[src/rtl/seq_controller_if.sv]
// Control/status bundle between the Y86 sequential controller and its datapath stages.
interface seq_controller_if #(
    parameter int unsigned CNT_WIDTH = 32
);
    logic                 start;
    logic                 step_mode;
    logic                 step;
    logic                 halt;
    logic                 invalid_instr;
    logic                 mem_error;
    logic                 dmem_error;
    logic [63:0]          PC_new;
    logic [63:0]          PC;
    logic                 fetch_en;
    logic                 decode_en;
    logic                 execute_en;
    logic                 memory_en;
    logic                 wb_en;
    logic                 pc_en;
    logic [2:0]           stat;
    logic                 busy;
    logic [CNT_WIDTH-1:0] instr_count;
    logic [CNT_WIDTH-1:0] cycle_count;

    modport master (
        output start, step_mode, step, halt, invalid_instr, mem_error, dmem_error, PC_new,
        input  PC, fetch_en, decode_en, execute_en, memory_en, wb_en, pc_en, stat, busy,
               instr_count, cycle_count
    );

    modport slave (
        input  start, step_mode, step, halt, invalid_instr, mem_error, dmem_error, PC_new,
        output PC, fetch_en, decode_en, execute_en, memory_en, wb_en, pc_en, stat, busy,
               instr_count, cycle_count
    );
endinterface

[src/rtl/seq_controller.sv]
// Five-stage sequential Y86 controller with single-step, status and performance counters.
// Define INVALID_SKIP_EN to skip invalid instructions (PC+1) instead of stopping with INS.
module seq_controller #(
    parameter logic [63:0] RESET_PC  = 64'd0,
    parameter int unsigned CNT_WIDTH = 32
) (
    input logic             clk,
    input logic             reset,
    seq_controller_if.slave bus
);
    localparam logic [2:0] StatAok = 3'd1;
    localparam logic [2:0] StatHlt = 3'd2;
    localparam logic [2:0] StatAdr = 3'd3;
    localparam logic [2:0] StatIns = 3'd4;

    typedef enum logic [2:0] {
        StIdle, StFetch, StDecode, StExecute, StMemory, StPcupd, StPause, StStop
    } state_e;

    state_e               state_q, state_d;
    logic [63:0]          pc_q;
    logic [2:0]           stat_q;
    logic [CNT_WIDTH-1:0] instr_count_q, cycle_count_q;
    logic                 fetch_en_q, decode_en_q, execute_en_q, memory_en_q, wbpc_en_q;
    logic                 busy_q;

    always_comb begin
        state_d = state_q;
        case (state_q)
            StIdle:    if (bus.start) state_d = StFetch;
            StFetch: begin
                if (bus.mem_error || bus.halt) begin
                    state_d = StStop;
                end else if (bus.invalid_instr) begin
`ifdef INVALID_SKIP_EN
                    state_d = StFetch;
`else
                    state_d = StStop;
`endif
                end else begin
                    state_d = StDecode;
                end
            end
            StDecode:  state_d = StExecute;
            StExecute: state_d = StMemory;
            StMemory:  state_d = bus.dmem_error ? StStop : StPcupd;
            StPcupd:   state_d = bus.step_mode ? StPause : StFetch;
            StPause:   if (bus.step) state_d = StFetch;
            StStop:    state_d = StStop;
            default:   state_d = StIdle;
        endcase
    end

    // Enables and busy are registered from the next state so they line up with state_q.
    always_ff @(posedge clk) begin
        if (reset) begin
            state_q       <= StIdle;
            pc_q          <= RESET_PC;
            stat_q        <= StatAok;
            instr_count_q <= '0;
            cycle_count_q <= '0;
            fetch_en_q    <= 1'b0;
            decode_en_q   <= 1'b0;
            execute_en_q  <= 1'b0;
            memory_en_q   <= 1'b0;
            wbpc_en_q     <= 1'b0;
            busy_q        <= 1'b0;
        end else begin
            state_q      <= state_d;
            fetch_en_q   <= (state_d == StFetch);
            decode_en_q  <= (state_d == StDecode);
            execute_en_q <= (state_d == StExecute);
            memory_en_q  <= (state_d == StMemory);
            wbpc_en_q    <= (state_d == StPcupd);
            busy_q       <= state_d inside {StFetch, StDecode, StExecute, StMemory, StPcupd};

            if (busy_q && !(&cycle_count_q)) begin
                cycle_count_q <= cycle_count_q + CNT_WIDTH'(1);
            end

            case (state_q)
                StFetch: begin
                    if (bus.mem_error) begin
                        stat_q <= StatAdr;
                    end else if (bus.halt) begin
                        stat_q <= StatHlt;
                    end else if (bus.invalid_instr) begin
`ifdef INVALID_SKIP_EN
                        pc_q <= pc_q + 64'd1;
`else
                        stat_q <= StatIns;
`endif
                    end
                end
                StMemory: if (bus.dmem_error) stat_q <= StatAdr;
                StPcupd: begin
                    pc_q <= bus.PC_new;
                    if (!(&instr_count_q)) instr_count_q <= instr_count_q + CNT_WIDTH'(1);
                end
                default: ;
            endcase
        end
    end

    assign bus.PC          = pc_q;
    assign bus.stat        = stat_q;
    assign bus.fetch_en    = fetch_en_q;
    assign bus.decode_en   = decode_en_q;
    assign bus.execute_en  = execute_en_q;
    assign bus.memory_en   = memory_en_q;
    assign bus.wb_en       = wbpc_en_q;
    assign bus.pc_en       = wbpc_en_q;
    assign bus.busy        = busy_q;
    assign bus.instr_count = instr_count_q;
    assign bus.cycle_count = cycle_count_q;
endmodule

[src/flat_wrapper.sv]
// flat-port wrapper written by rule: the top's interface ports become plain ports
module seq_controller_flat 
#(
    parameter logic [63:0] RESET_PC  = 64'd0,
    parameter int unsigned CNT_WIDTH = 32
)
  (clk, reset, bus_start, bus_step_mode, bus_step, bus_halt, bus_invalid_instr, bus_mem_error, bus_dmem_error, bus_PC_new, bus_PC, bus_fetch_en, bus_decode_en, bus_execute_en, bus_memory_en, bus_wb_en, bus_pc_en, bus_stat, bus_busy, bus_instr_count, bus_cycle_count);
  seq_controller_if #(.CNT_WIDTH(CNT_WIDTH)) bus_i ();
  input logic clk;
  input logic reset;
  input wire logic [$bits(bus_i.start)-1:0] bus_start;
  input wire logic [$bits(bus_i.step_mode)-1:0] bus_step_mode;
  input wire logic [$bits(bus_i.step)-1:0] bus_step;
  input wire logic [$bits(bus_i.halt)-1:0] bus_halt;
  input wire logic [$bits(bus_i.invalid_instr)-1:0] bus_invalid_instr;
  input wire logic [$bits(bus_i.mem_error)-1:0] bus_mem_error;
  input wire logic [$bits(bus_i.dmem_error)-1:0] bus_dmem_error;
  input wire logic [$bits(bus_i.PC_new)-1:0] bus_PC_new;
  output wire logic [$bits(bus_i.PC)-1:0] bus_PC;
  output wire logic [$bits(bus_i.fetch_en)-1:0] bus_fetch_en;
  output wire logic [$bits(bus_i.decode_en)-1:0] bus_decode_en;
  output wire logic [$bits(bus_i.execute_en)-1:0] bus_execute_en;
  output wire logic [$bits(bus_i.memory_en)-1:0] bus_memory_en;
  output wire logic [$bits(bus_i.wb_en)-1:0] bus_wb_en;
  output wire logic [$bits(bus_i.pc_en)-1:0] bus_pc_en;
  output wire logic [$bits(bus_i.stat)-1:0] bus_stat;
  output wire logic [$bits(bus_i.busy)-1:0] bus_busy;
  output wire logic [$bits(bus_i.instr_count)-1:0] bus_instr_count;
  output wire logic [$bits(bus_i.cycle_count)-1:0] bus_cycle_count;
  assign bus_i.start = bus_start;
  assign bus_i.step_mode = bus_step_mode;
  assign bus_i.step = bus_step;
  assign bus_i.halt = bus_halt;
  assign bus_i.invalid_instr = bus_invalid_instr;
  assign bus_i.mem_error = bus_mem_error;
  assign bus_i.dmem_error = bus_dmem_error;
  assign bus_i.PC_new = bus_PC_new;
  assign bus_PC = bus_i.PC;
  assign bus_fetch_en = bus_i.fetch_en;
  assign bus_decode_en = bus_i.decode_en;
  assign bus_execute_en = bus_i.execute_en;
  assign bus_memory_en = bus_i.memory_en;
  assign bus_wb_en = bus_i.wb_en;
  assign bus_pc_en = bus_i.pc_en;
  assign bus_stat = bus_i.stat;
  assign bus_busy = bus_i.busy;
  assign bus_instr_count = bus_i.instr_count;
  assign bus_cycle_count = bus_i.cycle_count;
  seq_controller #(.RESET_PC(RESET_PC), .CNT_WIDTH(CNT_WIDTH)) u_core (.clk(clk), .reset(reset), .bus(bus_i));
endmodule
[config.mk]
export PLATFORM = sky130hd
export DESIGN_NAME = seq_controller_flat
export DESIGN_NICKNAME = d
export VERILOG_FILES = /design/src/rtl/seq_controller_if.sv /design/src/rtl/seq_controller.sv /design/src/flat_wrapper.sv
export SDC_FILE = /design/constraint.sdc
export NUM_CORES = 1
export LEC_CHECK = 0
export BUFFER_PORTS_ARGS = -buffer_cell sky130_fd_sc_hd__buf_2
export CELL_PAD_IN_SITES_DETAIL_PLACEMENT = 0
export CELL_PAD_IN_SITES_GLOBAL_PLACEMENT = 1
export CORE_MARGIN = 8
export CORE_UTILIZATION = 35
export DETAILED_ROUTE_END_ITERATION = 7
export PLACE_DENSITY = 0.78
export SLEW_MARGIN = 10
export SYNTH_ARGS = -nofsm -noshare
export SYNTH_HDL_FRONTEND = slang
export SYNTH_SLANG_ARGS = --single-unit
[constraint.sdc]
create_clock -name clk -period 2.4 [get_ports clk]
set_input_delay 0.12 -clock clk [delete_from_list [all_inputs] [get_ports clk]]
set_output_delay 0.12 -clock clk [all_outputs]
set_load 0.05 [all_outputs]
==> flow_metrics.tcl <==
set metrics [dict create \
    synth.yosys.warnings 0 \
    hpwl_um 12700 \
    finalSetupViolations 0 \
    cp.required_ns 2.74 \
    critPathMaxFanout 8 \
    cts_resized 0 \
    syn_area_um2 6000 \
    p_leak_nw 3.50 \
    min_period_over_period_pct 92.2 \
    clock-root-buffer "clkbuf_16" \
    vdd.ir_drop.worst_mv 0.503 \
    drt_iter0_markers 361 \
    vias_per_cell 4.97 \
    cts_tree "built" \
    status "complete, no violations" \
    die_height_um 147 \
    p_comb_share_pct 15.8 \
    slowest_delay_ns 0.47 \
    cts_buffers 17 \
    antenna_found_initial 4 \
    p_per_area_nw_per_um2 748 \
    ctsHtreeMaxLevel 4 \
    ys_types 55 \
    cts.path.max_buffers 2 \
    overflow 0 \
    grt_use_total_pct 17.2 \
    ys_seq_area_share_pct 46.7 \
    rsz0062_at_grt "false" \
    grt_max_degree 105 \
    final_cells 1249 \
    clock.fmax_mhz 452 \
    wl_per_cell_um 15.1 \
    internal-power_mw 4.60 \
    area_growth_pct 43.1 \
    drt-pass1-iter-count 4 \
    core-area_um2 17000 \
    seqPwrFrac_pct 39.2 \
    grt_pass1_vias 6008 \
    max-cap-violations 0 \
    layout-drive-gt1-share_pct 27.2 \
    grt_pass1_wl_um 30600 \
    synth_seq_cells 140 \
    path_class "reg2reg" \
    routed-via-count 6213 \
    arrival_ns 2.55 \
    insertion_delay_ns 0.42 \
    path_buf_inv 1 \
    initial_core_util_pct 35.3 \
    swShare_pct 28.3 \
    clk_pin_slew_ns 0.06 \
    avgSynthCellArea_um2 8.06 \
    hold_viol 0 \
    rows 48 \
    place_congestion 0.817 \
    dpl.cell_count 1151 \
    die_w_um 147 \
    n_fill_cell 1670 \
    setup_tns_ns 0 \
    slew_violations 0 \
    critPathTopFamily "simple AND/OR/NAND/NOR gates" \
    drc_errors 0 \
    critPathSlowestCell "or4_1" \
    finalPower_mw 6.42 \
    async_reset_ff_share_pct 0 \
    port_buffers 210 \
    cts.sinks 140 \
    slew_headroom_pct 51.2 \
    synth_edf_count 0 \
    pin_count 211 \
    nets 1085 \
    switchingPower_mw 1.82 \
    ant_nets 0 \
    synth_nets 819 \
    syn_inst 744 \
    end_kind "flop" \
    crit_chain "nand4_2 -> or3_1 -> a31o_1 -> buf_4 -> or4_1 -> a21oi_1" \
    cp-start-kind "flop" \
    tightest_slew_ns 0.723 \
    die_area_um2 21600 \
    fin_crit_ns 2.21 \
    hold_class "in2reg" \
    hold_slack_ns 0.0313 \
    wl_um 18900 \
    power_frac_clock_pct 45.0 \
    synth_ff_type "dfxtp_1" \
    skew_ns 0.0153 \
]
cells in the final DEF, fill, tap and decap left out, drive strengths merged, types with 13 or more instances in the layout:
| cell | netlist | final |
|---|---|---|
| buf | 13 | 228 |
| nor2 | 32 | 32 |
| dfxtp | 140 | 140 |
| o21ai | 26 | 26 |
| clkbuf | 33 | 18 |
| nand3 | 24 | 24 |
| or3 | 26 | 26 |
| dlygate4sd3 | 0 | 65 |
| nand2 | 168 | 168 |
| nor4 | 13 | 13 |
| nand4 | 23 | 23 |
| a21oi | 115 | 115 |
| o31ai | 18 | 18 |
| or4 | 19 | 19 |
layout make-up:
class / count / area (um2) / area share [%]
Antenna cell: 1 / 2.50 / 0.0292
Clock buffer: 18 / 429 / 5.00
Clock inverter: 14 / 218 / 2.54
Inverter: 9 / 33.8 / 0.394
Multi-Input combinational cell: 549 / 2960 / 34.5
Sequential cell: 140 / 2810 / 32.7
Tap cell: 225 / 282 / 3.28
Timing Repair Buffer: 293 / 1850 / 21.6
logic make-up after synthesis:
group                      share of synthesized area [%]
buffers and inverters                               3.94
adders and majority gates                          0.417
DFF                                                 46.7
and+or+nand+nor                                     28.8
AOI/OAI and AO/OA                                   17.4
xor gates and xnor gates                            1.31
muxes                                               1.42
power groups by stage:
stage	logic, mW	registers (mW)	clock network [mW]
finish	1.02	2.52	2.89
global route	1.10	2.53	3.07
CTS	1.02	2.52	2.97
detailed placement	0.937	2.57	0
global placement	0.941	2.56	0
floorplan	0.363	2.87	0
synthesized netlist by cell type, types with 2 or more instances:
| library cell | instances | area (um2) |
|---|---|---|
| buf_4 | 3 | 22.5 |
| o211ai_1 | 2 | 15.0 |
| buf_6 | 2 | 22.5 |
| nand4_1 | 21 | 131 |
| nand2b_1 | 2 | 12.5 |
| clkbuf_1 | 32 | 120 |
| a211oi_1 | 2 | 15.0 |
| o21a_1 | 6 | 45.0 |
| and2_1 | 5 | 31.3 |
| nand2_1 | 168 | 631 |
| buf_1 | 6 | 22.5 |
| nand3_1 | 24 | 120 |
| nand3b_1 | 2 | 15.0 |
| xor2_1 | 2 | 17.5 |
| and4_1 | 3 | 26.3 |
| nor2_1 | 32 | 120 |
| o31ai_1 | 18 | 135 |
| nor4_1 | 10 | 62.6 |
| nor3_1 | 7 | 35.0 |
| o21ai_0 | 26 | 130 |
| mux2_2 | 3 | 33.8 |
| and3_1 | 9 | 56.3 |
| dfxtp_1 | 140 | 2800 |
| xnor2_1 | 7 | 61.3 |
| a31oi_1 | 2 | 12.5 |
| or3_1 | 26 | 163 |
| or2_2 | 4 | 25.0 |
| o31a_1 | 5 | 43.8 |
| nand4_2 | 2 | 25.0 |
| nor4_2 | 2 | 25.0 |
| nor2b_1 | 3 | 18.8 |
| ha_1 | 2 | 25.0 |
| buf_2 | 2 | 10.0 |
| or4_1 | 18 | 135 |
| a21oi_1 | 115 | 576 |
| inv_1 | 9 | 33.8 |
| mux2i_1 | 4 | 40.0 |
tightest hold or removal path, delay by kind of cell:
kind                   cells  cell delay [ns]
AND/OR/NAND/NOR            2             0.17
buffers and inverters      1             0.10
through the flow:
stage                     area (um2)  setup slack [ns]  utilization, %
final                           8580             0.186            50.5
after global routing            8580            0.0446            50.5
after CTS                       8580             0.183            50.5
after detailed placement        7280             0.229            42.9
after global placement          7280             0.266            42.9
after floorplan                 6000           0.00421               -
state kept, by name, summed over array words and instances (netlist names):
name,cells
u_core.bus.fetch_en,1
u_core.bus.busy,1
u_core.bus.stat,3
u_core.bus.memory_en,1
u_core.bus.pc_en,1
u_core.bus.instr_count,32
u_core.bus.execute_en,1
u_core.bus.cycle_count,32
u_core.bus.PC,64
u_core.bus.decode_en,1
u_core.state_q,3
repair_timing:
item,CTS,global route
hold endpoints to repair,65,0
hold buffers,65,0
setup endpoints to repair,0,0
setup buffers,0,0
final timing paths:
path / startpoint / cells after the start / to / slack, ns
worst min register to register: u_core.bus.PC[33] / 2 / u_core.bus.PC[33] / 0.45
worst max register to register: u_core.bus.cycle_count[4] / 6 / u_core.bus.cycle_count[23] / 0.19
worst max-delay path: u_core.bus.cycle_count[4] / 6 / u_core.bus.cycle_count[23] / 0.19
worst min-delay path: bus_halt / 3 / u_core.bus.stat[1] / 0.03
layer usage:
metal | GRT usage, % | share of wire (%) | up-vias
met5 | 0 | 0.14 | -
met4 | 8.82 | 3.2 | 6
met3 | 6.34 | 6.5 | 39
met2 | 27.4 | 47 | 164
met1 | 20.0 | 43 | 2822
li1 | - | - | 3182
No activity file was read; power rests on OpenSTA's default activity.
